**src/rtl/serial_adder.sv**
```systemverilog
// Bit-serial adder: one full-adder cell plus one carry flop, LSB first, WIDTH+2 cycles per result.
// Define SERIAL_ADDER_OVF_EN to add the signed-overflow output ovf.
module serial_adder #(
  parameter int WIDTH = 8
) (
  input  logic             clk,
  input  logic             rst,
  input  logic             start,
  input  logic [WIDTH-1:0] a,
  input  logic [WIDTH-1:0] b,
  input  logic             cin,
  output logic             busy,
  output logic             done,
  output logic [WIDTH-1:0] sum,
`ifdef SERIAL_ADDER_OVF_EN
  output logic             ovf,
`endif
  output logic             cout
);

  localparam int CW = (WIDTH > 2) ? $clog2(WIDTH) : 1;

  typedef enum logic [1:0] {IDLE, SHIFT, DONE} state_t;

  state_t           state_q, state_d;
  logic [WIDTH-1:0] a_q, a_d;
  logic [WIDTH-1:0] b_q, b_d;
  logic [WIDTH-1:0] sum_q, sum_d;
  logic             carry_q, carry_d;
  logic [CW-1:0]    cnt_q, cnt_d;
  logic             bit_s, carry_s, last_s;

  assign bit_s   = a_q[0] ^ b_q[0] ^ carry_q;
  assign carry_s = (a_q[0] & b_q[0]) | (a_q[0] & carry_q) | (b_q[0] & carry_q);
  assign last_s  = (cnt_q == CW'(WIDTH - 1));

  always_ff @(posedge clk or posedge rst) begin
    if (rst) begin
      state_q <= IDLE;
      a_q     <= '0;
      b_q     <= '0;
      sum_q   <= '0;
      carry_q <= 1'b0;
      cnt_q   <= '0;
    end else begin
      state_q <= state_d;
      a_q     <= a_d;
      b_q     <= b_d;
      sum_q   <= sum_d;
      carry_q <= carry_d;
      cnt_q   <= cnt_d;
    end
  end

  always_comb begin
    state_d = state_q;
    a_d     = a_q;
    b_d     = b_q;
    sum_d   = sum_q;
    carry_d = carry_q;
    cnt_d   = cnt_q;
    busy    = 1'b0;
    done    = 1'b0;
    case (state_q)
      IDLE: begin
        if (start) begin
          a_d     = a;
          b_d     = b;
          carry_d = cin;
          cnt_d   = '0;
          state_d = SHIFT;
        end
      end
      SHIFT: begin
        busy    = 1'b1;
        a_d     = a_q >> 1;
        b_d     = b_q >> 1;
        sum_d   = {bit_s, sum_q[WIDTH-1:1]};
        carry_d = carry_s;
        if (last_s) begin
          cnt_d   = '0;
          state_d = DONE;
        end else begin
          cnt_d = cnt_q + CW'(1);
        end
      end
      DONE: begin
        done    = 1'b1;
        state_d = IDLE;
      end
      default: state_d = IDLE;
    endcase
  end

  // After the last shift the carry flop already holds the carry out of the MSB.
  assign sum  = sum_q;
  assign cout = carry_q;

`ifdef SERIAL_ADDER_OVF_EN
  logic ovf_q, ovf_d;

  always_comb begin
    ovf_d = ovf_q;
    if (state_q == SHIFT && last_s) ovf_d = carry_q ^ carry_s;
  end

  always_ff @(posedge clk or posedge rst) begin
    if (rst) ovf_q <= 1'b0;
    else     ovf_q <= ovf_d;
  end

  assign ovf = ovf_q;
`endif

endmodule

```
**config.mk**
```make
export PLATFORM = sky130hd
export DESIGN_NAME = serial_adder
export DESIGN_NICKNAME = d
export VERILOG_FILES = /design/src/rtl/serial_adder.sv
export SDC_FILE = /design/constraint.sdc
export NUM_CORES = 1
export LEC_CHECK = 0
export BUFFER_PORTS_ARGS = -buffer_cell sky130_fd_sc_hd__buf_2
export CAP_MARGIN = 20
export CORE_MARGIN = 8
export CORE_UTILIZATION = 40
export DETAILED_ROUTE_END_ITERATION = 6
export PLACE_DENSITY = 0.69
export SLEW_MARGIN = 25
export SYNTH_ARGS = -nofsm -noshare
export SYNTH_HDL_FRONTEND = slang
export SYNTH_SLANG_ARGS = --single-unit
```
**constraint.sdc**
```tcl
create_clock -name clk -period 1.15 [get_ports clk]
set_input_delay 0.115 -clock clk [delete_from_list [all_inputs] [get_ports clk]]
set_output_delay 0.115 -clock clk [all_outputs]
set_load 0.05 [all_outputs]
```
# --- Word level (Yosys, flattened, before mapping) ---
# Index checks and enable logic that the tools add are counted.
op_classes:
  mux: 14
  n_addsub: 1
  n_bitwise: 7
  n_eq_ne: 5
  reduce_logical: 4
op_table:
  columns: ["cell", "count"]
  rows:
  - ["case mux 8 bit (2 select lines)", 2]
  - ["2-to-1 mux 8 bit", 2]
  - ["2-to-1 mux 3 bit", 2]
  - ["case mux 3 bit (2 select lines)", 1]
  - ["2-to-1 mux 2 bit", 2]
  - ["inequality test 2 bit (second input constant)", 2]
  - ["case mux 2 bit (2 select lines)", 1]
  - ["AND reduction 2 bit", 2]
  - ["adder 3 x 1 -> 3 bit (second input constant)", 1]
  - ["bitwise AND 1 bit", 3]
  - ["equality test 3 bit (second input constant)", 1]
  - ["2-to-1 mux 1 bit", 3]
  - ["equality test 2 x 1 -> 1 bit (second input constant)", 1]
  - ["equality test 2 bit (second input constant)", 1]
  - ["logical NOT 2 bit", 1]
  - ["bitwise OR 1 bit", 2]
  - ["case mux 1 bit (2 select lines)", 1]
  - ["nonzero test 2 bit", 1]
  - ["bitwise XOR 1 bit", 2]
word_totals:
  regBits: 30
  output_inout_bits: 11

# --- Depth between registers and ports, before layout ---
# Gate-level depths: netlist of run 1.
depth:
  ltp_word: 4
  ltp_mapped: 5

# --- Least setup slack after synthesis of run 1 ---
# Ideal clock, no wire load.
synth_timing:
  kind: "reg-to-output"
  from: "register state_q[1]"
  to: "output port done"
  arrival_ns: 1.475
  required_ns: 1.035
  n_path_buf: 2
  path_stages_with_launch: 4
  setup_slack_ns: -0.440
  cell_sequence: "dfrtp_1 buf_4 clkbuf_1 nor2b_1"
synth_between:
  elab_chain_cells: 2
synth_rtl:
  columns: ["element", "line_no", "source"]
  rows:
  - ["start: declaration", "25", "state_t state_q, state_d;"]
  - ["start signal: assignment", "46", "state_q <= state_d;"]
  - ["equality test 2 bit", "64", "case (state_q)"]
  - ["2-to-1 mux 1 bit", "64", null]
  - ["end: declaration", "13", "output logic done,"]
# No other way between the ends.

# --- Final worst setup path of run 1 ---
layout_timing:
  from: "register state_q[1]"
  to: "register sum_q[4], in the netlist sum[4]"
layout_between:
  elab_chain_cells: 1
layout_rtl:
  columns: ["element", "line_no", "source"]
  rows:
  - ["equality test 2 x 1 -> 1 bit", "64", null]
  - ["end signal: assignment", "49", "sum_q <= sum_d;"]
  - ["end: declaration", "28", "logic [WIDTH-1:0] sum_q, sum_d;"]
# No other way between the ends.
# A chain may end at the register's enable or synchronous reset.

==> results of run 1 <==
## cells in the mapped netlist (2+ instances only)
| cell | count |
|---|---|
| nor4b_2 | 10 |
| dfrtp_1 | 30 |
| mux2_2 | 3 |
| a221oi_2 | 12 |
| a221oi_1 | 2 |
| buf_4 | 3 |
| nor2_1 | 8 |
| inv_1 | 17 |
| a22o_1 | 5 |
| nor4b_1 | 5 |
| mux2_1 | 5 |
| ha_1 | 2 |
| clkbuf_1 | 2 |
| buf_6 | 4 |
| nand2b_1 | 2 |
## per-stage QoR
step,cells,power [W]
after floorplan,121,0.00429
after global placement,203,0.00479
after detailed placement,203,0.00494
after CTS,236,0.00723
after global routing,238,0.00821
final,238,0.00778
## worst max path at each step
stage | startpoint | endpoint
6_report | state_q[1]$_DFFE_PP0P_ | sum[4]$_DFFE_PP0N_
5_1_grt | state_q[1]$_DFFE_PP0P_ | a_q[0]$_DFFE_PP0P_
4_1_cts | state_q[1]$_DFFE_PP0P_ | busy
3_5_place_dp | state_q[0]$_DFFE_PP0P_ | a_q[4]$_DFFE_PP0P_
3_3_place_gp | state_q[0]$_DFFE_PP0P_ | a_q[5]$_DFFE_PP0P_
2_1_floorplan | cout$_DFFE_PP0P_ | sum[7]$_DFFE_PP0N_
## routing by layer
metal  GRT usage (%)  vias up  share of wire (%)
li1                -      573                  -
met3            4.18        4                5.2
met5               0        -                  0
met4            5.00        0               0.64
met2            25.7       28                 55
met1            16.1      619                 39
## kinds of logic (layout without fill, tap and decap cells)
family / Yosys count / count (layout) / share of synthesized area [%]
muxes: 8 / 8 / 5.66
and+or+nand+nor: 30 / 30 / 17.8
AOI/OAI and AO/OA: 22 / 23 / 17.1
DFF: 30 / 30 / 47.2
buffers and inverters: 28 / 94 / 9.43
adders and majority gates: 3 / 3 / 2.83
## final cells by class
type,instances,area share [%]
multi-input combinational,64,37.4
inverter,18,2.84
sequential,30,28.6
clock buffer,8,4.17
timing repair buffer,68,24.6
tap,50,2.37
## registers in the layout (all words and copies together) (netlist names)
| register | cells |
|---|---|
| a_q | 8 |
| b_q | 8 |
| sum | 8 |
| cnt_q | 3 |
| state_q | 2 |
| cout | 1 |
## power breakdown
group	internal, W	switching [W]	total (W)
combinational	0.00248	0.00238	0.00486
sequential	0.00157	0.000347	0.00192
clock	0.000604	0.000398	0.00100
## critical path: stages (launching register included)
cell      delay [ns]
dfrtp_2         0.44
nand2b_4        0.19
buf_4           0.12
buf_6           0.09
mux2_2          0.32
## what timing repair did
action                                 in CTS  in global routing
resized for setup                          45                 21
setup buffers                              21                  2
setup endpoints to repair                  29                 33
pin swaps                                  20                 19
gates cloned                                3                  0
endpoints found under the hold margin      30                  0
hold buffers                                1                  0
==> run_results.csv, run 1 <==
group,metric,value,unit
global_route,grt_pass1_wl,7030,um
critical_path,cp.arrival,1.46,ns
global_route,grt_max_degree,31,
critical_path,crit-reg2reg-launch,"state_q[1]$_DFFE_PP0P_",
logic_synthesis,ys_warn_count,0,
floorplan,die_y,79.1,um
logic_synthesis,syn_avg_cell_area,13.2,um2
pwr,leakage,1.18,nW
global_route,antenna_found_initial,0,
logic_synthesis,synthesis.nets,144,
place,place_congestion,0.760,
timing,setup_viol,30,
logic_synthesis,synth.top_cell.area_share,47.2,%
global_route,grt_pass1_vias,1380,
status,status,"complete, but fails checks",
timing,fin_skew,0.00284,ns
floorplan,initial_utilization,40.7,%
logic_synthesis,ys_ff_latch,30,
place,pre_cts_slack,-0.246,ns
route,via_per_inst,5.14,
clock_network,cts_inserted_buffers,5,
route,drtPass1Iterations,4,
clock_network,clock_tree.root_cell,"clkbuf_8",
logic_synthesis,seq_area_frac_synth,47.2,%
timing,tightestPinTransition,0.395,ns
floorplan,core,0.00391,mm2
logic_synthesis,synth_cell_types,26,
min_path,hold_end,"b_q[7]$_DFFE_PP0P_",
clock_network,clockBufferDepth,2,
route,wl,4240,um
timing,fmax,777,MHz
route,first_iter_violations,67,
place,dp_hpwl,2290,um
timing,fin_crit_sh,112,%
place,dpl_cell_area,0.00187,mm2
finish,mostFrequentLayoutCells,"27 x dfrtp_1, 27 x buf_2, 17 x inv_1",
min_path,hold_class,"primary input to flop",
logic_synthesis,syn_inst,121,
clock_network,cts_tree,"yes",
clock_network,insertion_delay,0.28,ns
finish,fillers,280,
floorplan,rows,23,
route,avgRoutedWirePerCell,17.8,um
logic_synthesis,synth_flop_cell,"dfrtp_1",
timing,hold_violations,0,
finish,syn2layout_area_growth,65.9,%
floorplan,die-area,0.00625,mm2
global_route,grt_use_total,14.5,%
critical_path,reg2reg_slack,-0.14,ns
critical_path,start_kind,"flop",
route,antenna_left,0,
route,drc,0,
timing,max_slew_margin,73.7,%
logic_synthesis,synth_edf_count,0,
critical_path,crit_path_max_fanout,5,
finish,utilization,67.5,%
clock_network,h-tree-depth,2,
timing,tns,-2.80,ns
clock_network,clk_pin_slew,0.06,ns
finish,n_antenna_cell,0,
clock_network,cts_sinks,30,
pwr,power.density,2950,mW/mm2
finish,nets,210,
global_route,grt_overflow,0,
timing,rsz0062_at_grt,"yes",
finish,seq_area,754,um2
timing,period_needed,1.29,ns
finish,drive_above_1_share,67.0,%
timing,hold_slack,0.0500,ns
logic_synthesis,synth_top_cell_by_area,"dfrtp_1",
critical_path,cp.required,1.32,ns
floorplan,die_w,79.1,um
route,vias,1224,
critical_path,crit_path_end_kind,"flop",
status,violations,"negative setup slack",
floorplan,ioPinCount,31,
finish,multiInputGateArea,988,um2
min_path,hold_start,"b[7]",
timing,slew_viol_final,0,
critical_path,r2r-end,"sum[4]$_DFFE_PP0N_",
logic_synthesis,synth_area_leaders,"dfrtp_1 47%, a221oi_2 11%, nor4b_2 9.4%",
min_path,hold-path-cell-count,2,
logic_synthesis,async_flop_share,100,%
place,port_buffers,30,
finish,final_cell_area,0.00264,mm2
timing,layout_setup_ws,-0.138,ns
critical_path,reg2regPathDepth,4,
logic_synthesis,synth_area,0.00159,mm2
critical_path,crit_type,"flop to flop",
run,drv_cap,0,
pwr,peakVddDrop,1.19,mV
No activity file was read; power rests on OpenSTA's default activity.
==> run 2: changes to the inputs <==
CORE_MARGIN = unset   (was 8)
CORE_UTILIZATION = 49   (was 40)
PLACE_DENSITY = 0.81   (was 0.69)
==> run 2 against run 1 <==
Compared with the run above: the run still ends with negative setup slack left; power is 13% lower; sequential cell count stayed put; fmax is 4.1% lower.
==> run_results.csv, run 2 (same netlist as run 1, synthesis figures left out) <==
group,metric,value,unit
status,status,"complete, but fails checks",
status,violations,"negative setup slack",
pwr,power.density,2870,mW/mm2
finish,syn2layout_area_growth,47.8,%
route,via_per_inst,5.34,
critical_path,crit_type,"flop to output port",
pwr,peakVddDrop,1.24,mV
timing,tns,-2.47,ns
clock_network,cts_tree,"yes",
finish,layout_commonest_cell,"dfrtp_1",
clock_network,cts_sinks,30,
timing,hold_violations,0,
floorplan,ioPinCount,31,
finish,n_antenna_cell,0,
critical_path,cp.arrival,1.23,ns
global_route,grt_overflow,0,
place,dp_hpwl,2010,um
finish,fillers,197,
route,drc,0,
critical_path,crit_family,"flip-flops",
floorplan,core,0.00308,mm2
timing,period_needed,1.34,ns
place,port_buffers,30,
global_route,busiest_layer,"met2",
route,vias,1190,
clock_network,clockBufferDepth,2,
route,avgRoutedWirePerCell,16.7,um
floorplan,die-area,0.00348,mm2
timing,setup_viol,28,
route,wl,3730,um
floorplan,die_w,59.0,um
min_path,hold_class,"primary input to flop",
clock_network,cts_inserted_buffers,5,
route,antenna_left,0,
critical_path,cpPeakStageDelay,0.48,ns
critical_path,start_kind,"flop",
finish,instances_no_fill,223,
global_route,grt_use_met3,7.21,%
timing,hold_slack,0.0185,ns
floorplan,rows,20,
timing,fin_skew,0.00649,ns
clock_network,h-tree-depth,2,
pwr,leakage,1.07,nW
global_route,grt_max_degree,31,
timing,layout_setup_ws,-0.192,ns
place,place_congestion,0.718,
timing,fmax,745,MHz
global_route,grt_use_total,23.3,%
route,drtPass1Iterations,4,
timing,tightestPinTransition,0.376,ns
floorplan,initial_utilization,51.7,%
finish,nets,201,
floorplan,die_y,59.0,um
global_route,antenna_found_initial,0,
timing,slew_viol_final,0,
critical_path,crit_path_max_fanout,4,
clock_network,clk_pin_slew,0.09,ns
clock_network,insertion_delay,0.34,ns
route,first_iter_violations,38,
global_route,grtUsageMet2,40.9,%
critical_path,worst-path-buf-inv,2,
global_route,use_met1,26.0,%
run,drv_cap,0,
global_route,grt_pass1_vias,1201,
clock_network,clock_tree.root_cell,"clkbuf_4",
timing,fin_crit_sh,117,%
finish,drive_above_1_share,62.6,%
critical_path,crit_path_end_kind,"output port",
timing,rsz0062_at_grt,"yes",
place,placed_cells,196,
critical_path,cp.required,1.03,ns
critical_path,slowest_stage,"dfrtp_2",
timing,max_slew_margin,74.9,%
critical_path,worstPathCellList,"buf_12 -> nor2b_4 -> buf_6",
global_route,grt_pass1_wl,5640,um
finish,mostFrequentLayoutCells,"28 x dfrtp_1, 27 x buf_2, 17 x inv_1",
[run 2: cell types whose count changed in the layout (fill, tap and decap cells not counted), sizes merged]
cell / before / now
dlygate4sd3: 1 / 2
buf: 67 / 57
[run 2: layer usage]
metal,vias up,wire length [um]
met5,-,0
met4,0,71
met3,4,124
met2,26,1930
met1,605,1600
li1,555,-
[run 2: what timing repair did]
action                                  in CTS  in global routing
setup buffers                               11                  6
cloned                                       1                  0
hold endpoints to repair                    31                  0
endpoints found under the setup margin      31                 32
pin swaps                                    9                  9
gates resized for setup                     34                 22
hold buffers                                 2                  0
[run 2: layout make-up]
cell class,count,area (um2),area share [%]
multi-input cells,64,925,39.3
flip-flops and latches,30,753,32.0
repair buffers,59,495,21.1
inverters,18,75.1,3.19
well taps,44,55.1,2.34
clock buffers,8,48.8,2.07
[run 2: report_power, final]
group | internal (W) | switching (W) | leakage, nW
combinational | 0.00207 | 0.00219 | 0.692
clock | 0.000243 | 0.000344 | 0.0265
sequential | 0.00157 | 0.000331 | 0.350
total | 0.00388 | 0.00286 | 1.07
[run 2: path summary, 6_finish.rpt]
kind / from / end / slack (ns) / cells past startpoint
setup / recovery: state_q[0]$_DFFE_PP0P_ / done / -0.19 / 3
hold / removal: a[7] / a_q[7]$_DFFE_PP0P_ / 0.02 / 2
setup reg to reg: state_q[0]$_DFFE_PP0P_ / b_q[3]$_DFFE_PP0P_ / -0.15 / 4
hold reg to reg: sum[0]$_DFFE_PP0N_ / sum[0]$_DFFE_PP0N_ / 0.51 / 1
max in group asynchronous: rst / cout$_DFFE_PP0P_ / 0.47 / 4
min in group asynchronous: rst / b_q[1]$_DFFE_PP0P_ / 0.39 / 4
[run 2: through the flow]
| step | worst slack (ns) | area (um2) | utilization [%] | power (W) |
|---|---|---|---|---|
| 6_report | -0.192 | 2350 | 76.4 | 0.00674 |
| 5_1_grt | -0.232 | 2350 | 76.4 | 0.00712 |
| 4_1_cts | -0.197 | 2170 | 70.7 | 0.00623 |
| 3_5_place_dp | -0.207 | 1840 | 59.7 | 0.00485 |
| 3_3_place_gp | -0.170 | 1840 | 59.7 | 0.00471 |
| 2_1_floorplan | -0.195 | 1640 | - | 0.00429 |
==> run 3: changes to the inputs <==
ABC_AREA = 1   (was unset)
CORE_UTILIZATION = 50   (was 49)
GPL_TIMING_DRIVEN = 0   (was unset)
PLACE_DENSITY = 0.8   (was 0.81)
clock period = 1.4 ns   (was 1.15 ns; I/O delays follow)
==> run 3 against run 2 <==
Compared with the run above: the flow finishes with violations (design-rule violations); hold slack better by 0.033 ns; design area decreased by 22%; area after synthesis shrank 4.7%; synthesized cell count is 64% higher; critical path depth is 1 higher; clock power shrank 6.8%; die area is 6.4% lower; via count up 11%; register-to-register slack improved by 0.21 ns; power decreased by 34%; largest cell class is now registers; highest routed layer unchanged.
==> run_results.csv, run 3 <==
group,metric,value,unit
timing,slew_viol_final,0,
timing,max_slew_margin,59.8,%
route,antenna_left,0,
global_route,grt_overflow,0,
global_route,antenna_found_initial,0,
clock_network,clk_pin_slew,0.09,ns
global_route,grt_max_degree,31,
status,violations,"design-rule violations",
timing,fin_skew,0.00296,ns
floorplan,die_y,57.1,um
floorplan,rows,19,
route,drtPass1Iterations,6,
clock_network,clock_tree.root_cell,"clkbuf_4",
global_route,grt_pass1_vias,1247,
critical_path,crit_type,"flop to output port",
finish,fillers,247,
route,avgRoutedWirePerCell,11.1,um
route,top_layer,"met4",
critical_path,crit-reg2reg-launch,"state_q[0]$_DFFE_PP0P_",
critical_path,start_kind,"flop",
finish,nets,263,
finish,drive_above_1_share,24.5,%
timing,hold_violations,0,
pwr,power.density,2410,mW/mm2
run,drv_cap,0,
floorplan,ioPinCount,31,
place,port_buffers,30,
critical_path,cp.arrival,1.23,ns
finish,final_cell_area,0.00184,mm2
logic_synthesis,synth_flop_cell,"dfrtp_1",
logic_synthesis,synth_cell_types,16,
route,wl,3030,um
place,place_congestion,0.765,
route,vias,1326,
pwr,leakage,1.10,nW
timing,tightestPinTransition,0.602,ns
logic_synthesis,synthesis.nets,222,
logic_synthesis,syn_inst,199,
critical_path,reg2reg_slack,0.06,ns
place,dp_hpwl,2070,um
critical_path,cp_common_cell,"buf_6",
finish,n_antenna_cell,0,
critical_path,worstPathCellList,"buf_6 -> buf_6 -> nor2_4 -> buf_6",
place,dpl_cell_area,0.00171,mm2
critical_path,slowest_stage,"dfrtp_1",
timing,fmax,731,MHz
floorplan,core,0.00281,mm2
logic_synthesis,synth.top_cell.area_share,49.5,%
floorplan,die_w,57.1,um
clock_network,cts_tree,"yes",
pwr,peakVddDrop,1.38,mV
route,wl_met3,158,um
logic_synthesis,synth_area,0.00152,mm2
logic_synthesis,synth_edf_count,0,
route,met2WireLength,1480,um
critical_path,cpPeakStageDelay,0.38,ns
critical_path,crit_family,"buffers and inverters",
logic_synthesis,ys_ff_latch,30,
route,first_iter_violations,71,
logic_synthesis,ys_warn_count,0,
logic_synthesis,synth_top_cell_by_area,"dfrtp_1",
timing,tns,0,ns
global_route,grt_use_total,21.2,%
critical_path,worst-path-stages,4,
route,drt-met1-wl,1330,um
timing,period_needed,1.37,ns
logic_synthesis,seq_area_frac_synth,49.5,%
finish,instances_no_fill,272,
global_route,grt_pass1_wl,5190,um
clock_network,cts_sinks,30,
place,placed_cells,260,
critical_path,reg2regPathDepth,7,
critical_path,worst-path-buf-inv,3,
logic_synthesis,synth_area_leaders,"dfrtp_1 50%, nand2_1 19%, nand3_1 10%",
clock_network,insertion_delay,0.33,ns
route,via_per_inst,4.88,
critical_path,r2r-end,"cout$_DFFE_PP0P_",
critical_path,endpoint,"done",
logic_synthesis,syn_avg_cell_area,7.62,um2
critical_path,crit_path_max_fanout,10,
timing,setup_viol,0,
clock_network,clockBufferDepth,2,
clock_network,cts_inserted_buffers,5,
status,status,"complete, but fails checks",
finish,seq_area,751,um2
finish,mostFrequentLayoutCells,"76 x nand2_1, 34 x inv_1, 31 x buf_2, 31 x nand3_1, 30 x dfrtp_1",
min_path,hold_class,"primary input to flop",
critical_path,crit_path_end_kind,"output port",
logic_synthesis,yosysMostFrequentCell,"nand2_1",
critical_path,crit_start,"state_q[0]$_DFFE_PP0P_",
timing,fin_crit_sh,97.7,%
floorplan,initial_utilization,54.1,%
finish,utilization,65.7,%
clock_network,h-tree-depth,2,
route,drc,4,
critical_path,cp.required,1.26,ns
logic_synthesis,synth_common_cells,"76 x nand2_1, 35 x inv_1, 31 x nand3_1",
floorplan,die-area,0.00326,mm2
finish,multiInputGateArea,564,um2
logic_synthesis,async_flop_share,100,%
timing,rsz0062_at_grt,"yes",
finish,layout_commonest_cell,"nand2_1",
finish,syn2layout_area_growth,21.5,%
## run 3: cell types whose count changed in the layout (fill, tap and decap cells not counted), moves of 6 or more
| cell | previous run | this run |
|---|---|---|
| inv_1 | 17 | 34 |
| buf_4 | 13 | 5 |
| mux2_4 | 8 | 0 |
| a221oi_2 | 13 | 0 |
| nor2_1 | 7 | 1 |
| nand2_1 | 0 | 76 |
| nand3_1 | 0 | 31 |
| nor4b_4 | 11 | 0 |
## run 3: through the flow
step / hold slack [ns] / total power (W) / setup slack (ns)
floorplan: 0.231 / 0.00322 / 0.00939
detailed placement: 0.258 / 0.00374 / 0.149
finish: 0.0517 / 0.00444 / 0.0323
global route: 0.0746 / 0.00480 / -0.0199
CTS: 0.0480 / 0.00445 / 0.00972
global placement: 0.392 / 0.00365 / 0.153
## run 3: final cells by class
| cell class | instances | area share (%) |
|---|---|---|
| sequential | 30 | 40.8 |
| multi-input combinational | 122 | 30.6 |
| timing repair buffer | 35 | 11.2 |
| inverter | 37 | 7.54 |
| buffer | 9 | 4.48 |
| clock buffer | 7 | 2.99 |
| tap | 31 | 2.11 |
| clock inverter | 1 | 0.272 |
## run 3: cells by family after synthesis
group	share of synthesized area [%]
AOI/OAI and AO/OA	2.23
adders and majority gates	2.97
buffers and inverters	13.8
DFF	49.5
and+or+nand+nor	31.5
## run 3: how the worst min path moves through the flow
stage / endpoint / slack (ns) / cells past startpoint / startpoint
after floorplan: a_q[0]$_DFFE_PP0P_ / 0.23 / 1 / rst
after global placement: a_q[7]$_DFFE_PP0P_ / 0.39 / 3 / a[7]
after detailed placement: b_q[0]$_DFFE_PP0P_ / 0.26 / 2 / rst
after CTS: a_q[7]$_DFFE_PP0P_ / 0.05 / 3 / a[7]
after global routing: b_q[7]$_DFFE_PP0P_ / 0.07 / 3 / b[7]
final: b_q[7]$_DFFE_PP0P_ / 0.05 / 3 / b[7]
## run 3: worst register-to-register path, cell delays in order (launching register included)
cell	delay (ns)
dfrtp_1	0.38
buf_6	0.13
buf_4	0.14
nand2_4	0.10
buf_2	0.24
nand2_1	0.10
nand3_1	0.11
nand2_1	0.06
## run 3: repair_timing
item | in CTS | in global routing
endpoints found under the setup margin | 2 | 2
hold endpoints to repair | 30 | 0
hold buffers | 1 | 0
buffers inserted | 4 | 0
gates resized for setup | 9 | 2
pin swaps | 0 | 0
## run 3: report_power, final
part	switching (W)	total (W)	internal (W)
clock	0.000304	0.000547	0.000243
sequential	0.000236	0.00151	0.00128
combinational	0.00152	0.00237	0.000854
total	0.00206	0.00444	0.00237
## run 3: per-layer routing
| metal | global-route usage [%] | up-vias |
|---|---|---|
| li1 | - | 676 |
| met1 | 24.6 | 607 |
| met2 | 36.6 | 36 |
| met3 | 4.99 | 7 |
| met4 | 10.8 | 0 |
| met5 | 0 | - |
